$ cat config.mk
export PLATFORM = sky130hd
export DESIGN_NAME = cdb_arbiter
export DESIGN_NICKNAME = d
export VERILOG_FILES = /design/src/rtl/cdb_arbiter.sv
export SDC_FILE = /design/constraint.sdc
export NUM_CORES = 1
export LEC_CHECK = 0
export CORE_MARGIN = 2
export CORE_UTILIZATION = 53
export CTS_BUF_LIST = sky130_fd_sc_hd__clkbuf_4 sky130_fd_sc_hd__clkbuf_8
export CTS_CLUSTER_SIZE = 8
export DETAILED_ROUTE_END_ITERATION = 8
export PLACE_DENSITY = 0.86
export SYNTH_ARGS = -nofsm -noshare
export SYNTH_HDL_FRONTEND = slang
export SYNTH_SLANG_ARGS = --single-unit
$ cat constraint.sdc
create_clock -name CLK -period 6.81 [get_ports CLK]
set_input_delay 1.0215 -clock CLK [delete_from_list [all_inputs] [get_ports CLK]]
set_output_delay 1.0215 -clock CLK [all_outputs]
set_load 0.01 [all_outputs]
$ cat src/rtl/cdb_arbiter.sv
// Common-data-bus transmitter: per-FU result FIFOs feeding a round-robin
// arbiter whose winner is broadcast on a registered CDB with a matching ack.
package cpu_types;
  typedef logic [3:0] RS_tag_type;
  localparam RS_tag_type INVALID = 4'd0;
  typedef struct packed {
    RS_tag_type  tag;
    logic [31:0] data;
  } cdb_t;
endpackage

module cdb_arbiter
  import cpu_types::*;
#(
  parameter int N_FU  = 4,
  parameter int DEPTH = 2
) (
  input  logic                               CLK,
  input  logic                               RST_N,
  input  logic                               FLUSH,
  input  logic [N_FU-1:0]                    fu_valid,
  input  RS_tag_type                         fu_tag  [N_FU],
  input  logic [31:0]                        fu_data [N_FU],
  output logic [N_FU-1:0]                    fu_ready,
  output logic [N_FU-1:0]                    fu_ack,
  output cdb_t                               cdb_out,
  output logic [$clog2(N_FU*DEPTH+1)-1:0]    pending
);

  localparam int AW = (DEPTH > 1) ? $clog2(DEPTH) : 1;
  localparam int CW = $clog2(DEPTH + 1);
  localparam int PW = $clog2(N_FU);
  localparam int SW = $clog2(N_FU * DEPTH + 1);

  cdb_t            mem_q [N_FU][DEPTH];
  logic [AW-1:0]   rd_q  [N_FU];
  logic [AW-1:0]   rd_d  [N_FU];
  logic [AW-1:0]   wr_q  [N_FU];
  logic [AW-1:0]   wr_d  [N_FU];
  logic [CW-1:0]   cnt_q [N_FU];
  logic [CW-1:0]   cnt_d [N_FU];
  logic [PW-1:0]   rr_q, rr_d;
  cdb_t            cdb_q, cdb_d;
  logic [N_FU-1:0] ack_q, ack_d;
  logic [SW-1:0]   pend_q, pend_d;
  logic [N_FU-1:0] push, pop;
  logic            have_win;
  logic [PW-1:0]   win, cand;
  int              scan_idx;

  function automatic logic [AW-1:0] ptr_inc(input logic [AW-1:0] p);
    return (p == AW'(DEPTH - 1)) ? '0 : p + AW'(1);
  endfunction

  // Round-robin scan over FIFO heads starting at rr_q
  always_comb begin
    have_win = 1'b0;
    win      = rr_q;
    cand     = rr_q;
    scan_idx = 0;
    for (int k = 0; k < N_FU; k++) begin
      scan_idx = int'(rr_q) + k;
      if (scan_idx >= N_FU) scan_idx = scan_idx - N_FU;
      cand = PW'(scan_idx);
      if (!have_win && cnt_q[cand] != '0) begin
        have_win = 1'b1;
        win      = cand;
      end
    end
  end

  always_comb begin
    pend_d = '0;
    for (int i = 0; i < N_FU; i++) begin
      // Ready deliberately ignores a same-cycle pop
      fu_ready[i] = (cnt_q[i] < CW'(DEPTH));
      push[i]     = fu_valid[i] && fu_ready[i] && (fu_tag[i] != INVALID) && !FLUSH;
      pop[i]      = have_win && (win == PW'(i)) && !FLUSH;
      rd_d[i]     = rd_q[i];
      wr_d[i]     = wr_q[i];
      cnt_d[i]    = cnt_q[i];
      if (FLUSH) begin
        rd_d[i]  = '0;
        wr_d[i]  = '0;
        cnt_d[i] = '0;
      end else begin
        if (push[i]) wr_d[i] = ptr_inc(wr_q[i]);
        if (pop[i])  rd_d[i] = ptr_inc(rd_q[i]);
        case ({push[i], pop[i]})
          2'b10:   cnt_d[i] = cnt_q[i] + CW'(1);
          2'b01:   cnt_d[i] = cnt_q[i] - CW'(1);
          default: cnt_d[i] = cnt_q[i];
        endcase
      end
      pend_d = pend_d + SW'(cnt_d[i]);
    end

    cdb_d.tag  = INVALID;
    cdb_d.data = '0;
    ack_d      = '0;
    rr_d       = rr_q;
    if (!FLUSH && have_win) begin
      cdb_d      = mem_q[win][rd_q[win]];
      ack_d[win] = 1'b1;
      rr_d       = (win == PW'(N_FU - 1)) ? '0 : win + PW'(1);
    end
  end

  always_ff @(posedge CLK) begin
    if (!RST_N) begin
      for (int i = 0; i < N_FU; i++) begin
        rd_q[i]  <= '0;
        wr_q[i]  <= '0;
        cnt_q[i] <= '0;
      end
      rr_q       <= '0;
      cdb_q.tag  <= INVALID;
      cdb_q.data <= '0;
      ack_q      <= '0;
      pend_q     <= '0;
    end else begin
      for (int i = 0; i < N_FU; i++) begin
        rd_q[i]  <= rd_d[i];
        wr_q[i]  <= wr_d[i];
        cnt_q[i] <= cnt_d[i];
      end
      rr_q   <= rr_d;
      cdb_q  <= cdb_d;
      ack_q  <= ack_d;
      pend_q <= pend_d;
    end
  end

  // Storage needs no reset: counts gate every read
  always_ff @(posedge CLK) begin
    for (int i = 0; i < N_FU; i++) begin
      if (push[i]) begin
        mem_q[i][wr_q[i]].tag  <= fu_tag[i];
        mem_q[i][wr_q[i]].data <= fu_data[i];
      end
    end
  end

  assign cdb_out = cdb_q;
  assign fu_ack  = ack_q;
  assign pending = pend_q;

endmodule

==> impl_metrics.yaml <==
synthesis:
  syn_area_per_cell_sq_um: 15.6
  yosys.area.top_type: "edfxtp_1"
  seq_area_frac_synth_pct: 70.1
  synth_fa_ha_area_share_pct: 1.62
  synth_top_area_share_pct: 62.0
  synth_xor_area_share_pct: 0.861
  muxShareOfSynthArea_pct: 5.29
  synth_top_family_by_area: "compound AO/OA/AOI/OAI gates"
  synth_seq_cells: 352
  synth-simple-area-share_pct: 6.66
  synth_edf_count: 294
  ys_async_sr_fraction_pct: 0
  synthFlopType: "edfxtp_1"
  yosys_warnings: 0
  syn_area_sq_um: 14200
  synth.net_count: 1082
  synthCells: 915
  synth-compound-area-share_pct: 12.3
  post_synth_num_cell_types: 57
  synth_area_leaders: "edfxtp_1 (62%), dfxtp_1 (8.2%), mux2i_1 (5.1%)"
drt:
  drtIter0Drc: 1133
  dr.pass1.iters: 5
  drc: 0
  wl_per_cell_um: 24.5
  ant_nets: 0
  wl_mm: 36.8
  via_per_inst: 6.27
  vias: 9405
placement:
  placed_area_sq_um: 16500
  io_buffers: 198
  place.gp.congestion: 0.891
  hpwl_mm: 23.3
layout:
  layout_common_cells: "edfxtp_1 (294), clkdlybuf4s50_1 (198), and3_1 (81)"
  synthToLayoutAreaGrowth_pct: 24.3
  post-route-util_pct: 66.4
  drive_above_1_share_pct: 12.8
  final_area_sq_um: 17700
  final_common_cell: "edfxtp_1"
  final_nets: 1276
timing:
  hold_violations: 0
  fmax_mhz: 181
  min_period_ns: 5.53
  relSlewSlack_pct: 14.3
  maxSlewViolCount: 0
  setup-violations-final: 0
  hold_ws_ns: 0.575
  fin_tns_setup_ns: 0
  skew_ns: 0.0231
  fin_crit_sh_pct: 81.2
  tightest_slew_ns: 1.28
  rsz0062_at_grt: "no"
clock_tree:
  ctsHtreeMaxLevel: 2
  cts.repair.resized: 0
  cts_buffers: 54
  cts_tree: "yes"
  cts_root_buffer: "clkbuf_8"
  postCtsSetupRepairBufs: 0
  clk_path_buf_depth: 3
  cts_hold_buf: 0
  clkSlewWorstSetupHoldPaths_ns: 0.06
  clk-insertion-delay-late_ns: 0.59
  cts_sinks: 352
worst_setup_path:
  max_stage_delay_ns: 0.63
  critical_path.max_fanout: 42
  crit_path_end_kind: "flop"
  required_ns: 7.27
  critPathLaunchType: "flop"
  crit_chain: "nor3_1, and2_1, o21ai_1, nand4_1, nand2_4, inv_1, ha_1, and3_1, ha_1, nor2_1, xnor2_1, or2_2, fa_1, inv_1, fa_1, ha_1, fa_1, and2_1"
  cp_slowest_cell: "dfxtp_1"
  worst_ep_arrival_time_ns: 6.00
  worst-setup-path-type: "reg -> reg"
grt:
  grt_overflow: 0
  grt_usage_pct: 25.7
  grt_max_degree: 76
  grt_pass1_vias: 9677
  grt_first_pass_wirelength_mm: 54.7
  antenna_found_initial: 4
power_and_ir_drop:
  leakagePower_uw: 0.00618
  power_uw: 7570
  peakVddDrop_mv: 0.266
  p_per_area_nw_per_um2: 427
floorplanning:
  num_io_pins: 199
  core_sq_um: 26700
  die_w_um: 168
  die_height_um: 168
  rows: 60
  initial_core_util_pct: 53.4
  die-area_sq_um: 28200
min_path:
  hp-class: "reg -> reg"
status:
  status: "complete, no violations"
flow_run:
  cap_violations: 0
==> cells in the mapped netlist, types with 2 or more instances <==
library cell / n
and2_1: 12
nor2_1: 29
mux2i_1: 73
a2111oi_0: 72
nand2_1: 9
a22oi_1: 2
dfxtp_1: 58
or4_1: 4
buf_4: 3
buf_2: 15
a221o_1: 37
nand2b_1: 3
clkbuf_1: 52
xor2_1: 2
a21oi_1: 37
nor2b_1: 2
o21ai_0: 2
inv_1: 17
or2_2: 3
clkbuf_4: 3
or2_1: 2
nor3_1: 2
buf_6: 5
edfxtp_1: 294
ha_1: 12
o21ai_1: 2
and3_1: 81
xnor2_1: 12
a2111o_1: 36
nand4_1: 4
fa_1: 4
==> power by group <==
group	switching, uW	internal (uW)	leakage [uW]
registers	70.8	2510	0.00318
clock network	780	1080	0.000637
logic	1880	1250	0.00236
total	2730	4840	0.00618
==> cells by family (layout without fill, tap and decap cells) <==
group | after synthesis | after routing
xor gates and xnor gates | 14 | 14
AOI/OAI and AO/OA | 200 | 200
adders and majority gates | 16 | 16
and+or+nand+nor | 162 | 162
other | 0 | 4
DFF | 352 | 352
muxes | 74 | 74
buffers and inverters | 97 | 337
==> flip-flops by register name, summed over array words and instances, names as in the netlist, named ones only <==
signal / flops
cdb_out: 36
cnt_q: 8
fu_ack: 4
mem_q: 288
pending: 4
rd_q: 4
rr_q: 2
wr_q: 4
==> layer usage <==
metal  global-route usage, %  vias up  wire, um
li1                        -     4115         -
met1                    31.6     4645     13600
met2                    44.3      549     18800
met3                    4.42       96      3050
met4                    12.5        0      1370
met5                       0        -         0
==> metrics by stage <==
step	setup WS, ns	std cells
3_3_place_gp	1.40	1394
5_1_grt	0.865	1499
6_report	1.28	1500
3_5_place_dp	1.31	1394
2_1_floorplan	1.80	915
4_1_cts	1.30	1496
==> final cells by class <==
class	count	area, sq um
Antenna cell	4	10.0
Clock buffer	97	1100
Clock inverter	5	83.8
Fill cell	1798	8940
Inverter	18	67.6
Multi-Input combinational cell	466	3910
Sequential cell	352	9990
Tap cell	341	427
Timing Repair Buffer	217	2120
==> final timing paths <==
kind,slack (ns),cells after the start,to,from
worst max-delay path,1.28,18,pending[2],rr_q[0]
worst min-delay path,0.58,3,wr_q[3],wr_q[3]
worst max register to register,1.28,18,pending[2],rr_q[0]
worst min register to register,0.58,3,wr_q[3],wr_q[3]
==> worst max-delay path, delay by kind of cell, from the launching register on <==
family	cells	cell delay (ns)
fa+ha+maj	6	2.18
compound gates	1	0.25
buf+inv	2	0.20
simple gates	8	2.09
xor+xnor	1	0.09
flops	1	0.63
Note: power is estimated with default switching activity, not from simulation.
